**src/rtl/programmable_clock_divider.sv**
```systemverilog
// Programmable integer clock divider.
// Divides reference_clk by active_ratio (N >= 2); otherwise, or when the
// divider is disabled, reference_clk is passed straight through.
// A new division_ratio takes effect only at a period boundary (or at once
// while bypassed), so a running period is never truncated or stretched.
// Optional build macro DIV_DUTY50_EN: for odd ratios the falling edge of the
// divided clock is delayed by half a reference period through a
// negedge-reference_clk flop, giving a 50% duty cycle.
module programmable_clock_divider #(
    parameter int RATIO_WIDTH = 8
) (
    input  logic                   reference_clk,
    input  logic                   reset,
    input  logic                   clk_divider_enable,
    input  logic [RATIO_WIDTH-1:0] division_ratio,
    output logic                   output_clk,
    output logic                   div_edge,
    output logic [RATIO_WIDTH-1:0] active_ratio,
    output logic                   ratio_update_done
);

    logic [RATIO_WIDTH-1:0] period_count;
    logic [RATIO_WIDTH-1:0] next_count;
    logic [RATIO_WIDTH-1:0] last_count;
    logic [RATIO_WIDTH-1:0] half_point;
    logic                   divided_clk;
    logic                   running;
    logic                   bypass;
    logic                   at_wrap;
    logic                   load_ratio;
    logic                   shaped_clk;

    // Ratios below 2 cannot be divided, so they fall back to pass-through.
    assign bypass     = !clk_divider_enable || (active_ratio < RATIO_WIDTH'(2));
    assign last_count = active_ratio - RATIO_WIDTH'(1);
    assign half_point = active_ratio >> 1;
    assign next_count = period_count + RATIO_WIDTH'(1);
    assign at_wrap    = running && (period_count == last_count);
    assign load_ratio = bypass || at_wrap;

    // Ratio register: reloads only at a period boundary or while bypassed,
    // flagging a change of value for one cycle.
    always_ff @(posedge reference_clk or negedge reset) begin
        if (!reset) begin
            active_ratio      <= '0;
            ratio_update_done <= 1'b0;
        end else begin
            ratio_update_done <= load_ratio && (division_ratio != active_ratio);
            if (load_ratio) begin
                active_ratio <= division_ratio;
            end
        end
    end

    // Period counter and divided clock. The first posedge after leaving
    // bypass starts a fresh period with the output high; the output drops
    // when the counter reaches half the ratio and rises again on wrap.
    always_ff @(posedge reference_clk or negedge reset) begin
        if (!reset) begin
            period_count <= '0;
            divided_clk  <= 1'b0;
            running      <= 1'b0;
        end else if (bypass) begin
            period_count <= '0;
            divided_clk  <= 1'b0;
            running      <= 1'b0;
        end else if (!running) begin
            period_count <= '0;
            divided_clk  <= 1'b1;
            running      <= 1'b1;
        end else if (at_wrap) begin
            period_count <= '0;
            divided_clk  <= 1'b1;
        end else begin
            period_count <= next_count;
            if (next_count == half_point) begin
                divided_clk <= 1'b0;
            end
        end
    end

    // Edge marker: high for the whole reference cycle that opens a period.
    assign div_edge = running && !bypass && (period_count == '0);

`ifdef DIV_DUTY50_EN
    logic divided_late;

    // Half-cycle delayed copy used to stretch the high phase of odd ratios.
    always_ff @(negedge reference_clk or negedge reset) begin
        if (!reset) begin
            divided_late <= 1'b0;
        end else begin
            divided_late <= divided_clk;
        end
    end

    assign shaped_clk = active_ratio[0] ? (divided_clk | divided_late) : divided_clk;
`else
    assign shaped_clk = divided_clk;
`endif

    // Bypass switches to the reference clock combinationally.
    assign output_clk = bypass ? reference_clk : shaped_clk;

endmodule
```
**config.mk**
```make
export PLATFORM = sky130hd
export DESIGN_NAME = programmable_clock_divider
export DESIGN_NICKNAME = d
export VERILOG_FILES = /design/src/rtl/programmable_clock_divider.sv
export SDC_FILE = /design/constraint.sdc
export NUM_CORES = 1
export LEC_CHECK = 0
export ABC_AREA = 1
export CELL_PAD_IN_SITES_DETAIL_PLACEMENT = 1
export CELL_PAD_IN_SITES_GLOBAL_PLACEMENT = 1
export CORE_UTILIZATION = 34
export DETAILED_ROUTE_END_ITERATION = 10
export HOLD_SLACK_MARGIN = 0.05
export PLACE_DENSITY_LB_ADDON = 0.1
export SETUP_SLACK_MARGIN = 0.3
export SYNTH_ARGS = -nofsm -noshare
export SYNTH_HDL_FRONTEND = slang
export SYNTH_SLANG_ARGS = --single-unit
```
**constraint.sdc**
```tcl
create_clock -name reference_clk -period 1.9 [get_ports reference_clk]
set_clock_uncertainty 0.05 [all_clocks]
set_input_delay 0.19 -clock reference_clk [delete_from_list [all_inputs] [get_ports reference_clk]]
set_output_delay 0.19 -clock reference_clk [all_outputs]
set_load 0.01 [all_outputs]
```
# --- After elaboration in Yosys (flattened, before gate mapping) ---
# Index checks and enable logic that the tools add are counted.
totals:
  wordCells: 30
  rom_bits: 0
  latch_bits: 0
  in_bits: 11
  reg_bits: 19
  mem_bits_rw: 0
  memories: 0
  out_inout_bits: 11
op_classes:
  n_eq_ne: 4
  muxes: 9
  order_cmp: 1
  reduce_logical: 9
  div_mod_pow: 0
  shifts: 0
  bitwise: 0
  n_mul: 0
  add_sub_neg: 2
ops:
  columns: ["operator", "n"]
  rows:
  - ["$mux 8", 3]
  - ["$add 8x1->8 const B", 1]
  - ["$eq 8x7->1", 1]
  - ["$eq 8x8->1", 1]
  - ["$logic_not 8->1", 1]
  - ["$lt 8x2->1 const B", 1]
  - ["$ne 8x8->1", 1]
  - ["$sub 8x1->8 const B", 1]
  - ["$mux 1", 6]
  - ["$logic_and 1x1->1", 4]
  - ["$ne 4x1->1 const B", 1]
  - ["$logic_not 1->1", 2]
  - ["$logic_or 1x1->1", 2]

# --- Depth between registers and ports, before layout ---
depth:
  depth_word: 6
  depth_mapped: 14

==> results.py <==
metrics = {
    "status": {
        "status": "finished with violations",
        "violations": "setup timing",
    },
    "timing": {
        "rsz0062_at_grt": "yes",
        "period_needed_ps": 1960,
        "setup_viol": 9,
        "timing.final.crit_share_pct": 103,
        "finalWorstSetupSlack_ps": -64.5,
        "drv_slew": 0,
        "slew_headroom_pct": 77.7,
        "clock.fmax_mhz": 509,
        "hold_viol_final": 0,
        "worst_slew_pin_slew_ps": 333,
    },
    "routing": {
        "num_vias": 1622,
        "via_per_inst": 5.08,
        "drt_iter0_markers": 82,
        "first_pass_iters": 4,
        "wl_per_cell_um": 15.6,
        "drtAntennaViolNets": 0,
        "wl_mm": 4.97,
        "drc_errors": 0,
    },
    "power_and_ir_drop": {
        "ir_drop_uv": 301,
        "powerDensity_mw_per_mm2": 686,
        "leakage_uw": 0.00107,
    },
    "floorplanning": {
        "core-area_mm2": 0.00409,
        "start_util_pct": 36.2,
        "row_count": 23,
        "pin_count": 22,
        "die_w_um": 68.0,
        "die_y_um": 68.0,
        "die_area_mm2": 0.00462,
    },
    "global_route": {
        "track_usage_pct": 25.3,
        "antenna_found_initial": 0,
        "grt_pass1_vias": 1779,
        "grt_max_degree": 20,
        "grt-ovfl-total": 0,
        "grt_pass1_wl_mm": 8.40,
    },
    "setup_path": {
        "worstPathCellList": "buf_6 > inv_4 > ha_4 > nand2_2 > inv_2 > nor2_1 > nand2_1 > nor2_1 > nand3_1 > nor2_4 > nand3_4 > nand2_8 > nand2_4 > nand2_2",
        "crit_buf_inv": 3,
        "cp_top_family": "simple AND/OR/NAND/NOR gates",
        "crit_start": "active_ratio[1]",
        "end_kind": "flip-flop",
        "required_ps": 2160,
        "cp_max_fo": 8,
        "r2r-start": "active_ratio[1]",
        "crit_path_top_delay_cell": "dfrtp_1",
        "startpoint_type": "flip-flop",
        "slowest_delay_ps": 400,
        "crit_type": "flip-flop to flip-flop",
        "crit_arrival_ps": 2220,
    },
    "placed_design": {
        "place_inst": 304,
        "portBuffers": 21,
        "post_dp_cell_area_mm2": 0.00190,
        "dp_hpwl_mm": 3.73,
        "gp_congestion": 0.798,
        "dp_slack_ps": -120,
    },
    "synth": {
        "ys_ff_latch": 19,
        "syn_inst": 218,
        "syn_nets": 232,
        "yosysTopAreaCellShare_pct": 32.1,
        "seq_area_frac_synth_pct": 32.1,
        "synth.distinct_cells": 26,
        "yosys.area.top_type": "dfrtp_1",
        "syn_avg_cell_area_um2": 6.78,
        "ys_warn_count": 0,
        "synth.area.top_cells": "dfrtp_1 (32%), nand2_1 (18%), nand3_1 (12%)",
        "syn_area_mm2": 0.00148,
    },
    "clock_tree": {
        "clk_pin_slew_worst_paths_ps": 80,
        "hold_buffers": 0,
        "cts_tree": "yes",
        "clk_latency_ps": 370,
    },
    "min_path": {
        "hold_path_class": "primary input to async pin",
    },
    "final_layout": {
        "area_growth_pct": 42.9,
        "finalNonFillerCells": 319,
        "drive_above_1_share_pct": 27.1,
        "final_area_mm2": 0.00211,
        "fin_nets": 284,
        "diodes": 0,
    },
    "run": {
        "cap_violations": 0,
    },
}
-- per-stage QoR --
step | TNS [ps] | util [%] | total power [µW] | hold slack [ps]
global route | -2330 | 51.7 | 1540 | 139
detailed placement | -602 | 46.4 | 938 | 504
CTS | -257 | 50.8 | 1440 | 118
global placement | -71.5 | 46.4 | 920 | 493
floorplan | 0 | - | 742 | -156
finish | -478 | 51.7 | 1450 | 106
-- synthesized netlist by cell type --
cell type   n
nor2_4      2
nand2_1    72
buf_2       3
o21ai_0     1
a21oi_2     1
a22oi_1     1
nor4_1      2
a21oi_1     1
dfrtp_1    19
nand2_2     1
nor3_1      1
nor2_2      3
buf_4       1
nor2_1     19
buf_6       2
inv_1      28
ha_1        3
nand3_1    34
clkbuf_2    1
o31ai_4     1
nand4_1     5
inv_2       1
nand2_4     1
xor2_1     11
xnor2_1     3
nand3_4     1
-- power breakdown --
part	total (µW)	switching, µW	leakage (µW)	internal (µW)
registers	455	24.1	0.000242	431
clock network	511	201	0.0000575	310
logic	484	266	0.000774	218
-- worst paths after layout --
path	endpoint	depth (start not counted)	slack, ps
max	active_ratio[0]	14	-60
min	period_count[7]	2	110
max reg2reg	active_ratio[0]	14	-60
min reg2reg	divided_clk	2	510
max in group asynchronous	active_ratio[0]	2	1460
min in group reference_clk	active_ratio[4]	3	350
-- sequential cells by signal (all words and copies together), names as in the netlist --
register	cells
running	1
period_count	8
ratio_update_done	1
active_ratio	8
divided_clk	1
-- area by class of cell --
type	count	area, µm²
multi-input cells	164	943
well taps	50	62.6
inverters	29	111
fillers	547	1970
repair buffers	49	420
flip-flops and latches	19	478
clock buffers	8	97.6
-- worst register-to-register path, delay by kind of cell, from the launching register on --
family	cells	cell delay, ps
adders and majority gates	1	190
buffers and inverters	3	200
DFF	1	400
and+or+nand+nor	10	1060
-- per-layer routing --
layer / vias to the layer above / wire, µm / global-route usage [%]
met5: - / 0 / 0
met1: 779 / 2140 / 28.4
met3: 11 / 179 / 5.17
met4: 0 / 110 / 9.90
met2: 43 / 2540 / 46.2
li1: 789 / - / -
-- layout by cell type, fill, tap and decap left out, drive strengths merged, types with 5 or more instances in the layout --
master,synthesis,routed
buf,6,31
clkbuf,1,7
clkdlybuf4s50,0,11
dfrtp,19,19
dlygate4sd2,0,6
inv,29,29
nand2,74,74
nand3,35,36
nand4,5,5
nor2,24,24
xor2,11,11
-- cell families (layout without fill, tap and decap cells) --
kind of cell / Yosys count / count (layout) / share of synthesized area (%)
buffers and inverters: 36 / 86 / 10.7
flip-flops: 19 / 19 / 32.1
AND/OR/NAND/NOR: 141 / 142 / 43.1
AO/OA/AOI/OAI: 5 / 5 / 3.21
adder cells (fa/ha/maj): 3 / 3 / 2.54
XOR/XNOR: 14 / 14 / 8.29
-- repair_timing --
action,4_1_cts,5_1_grt
cloned,1,0
resized for setup,37,8
setup endpoints to repair,30,23
pin swaps,12,8
buffers inserted,4,3
Note: power is estimated with default switching activity, not from simulation.
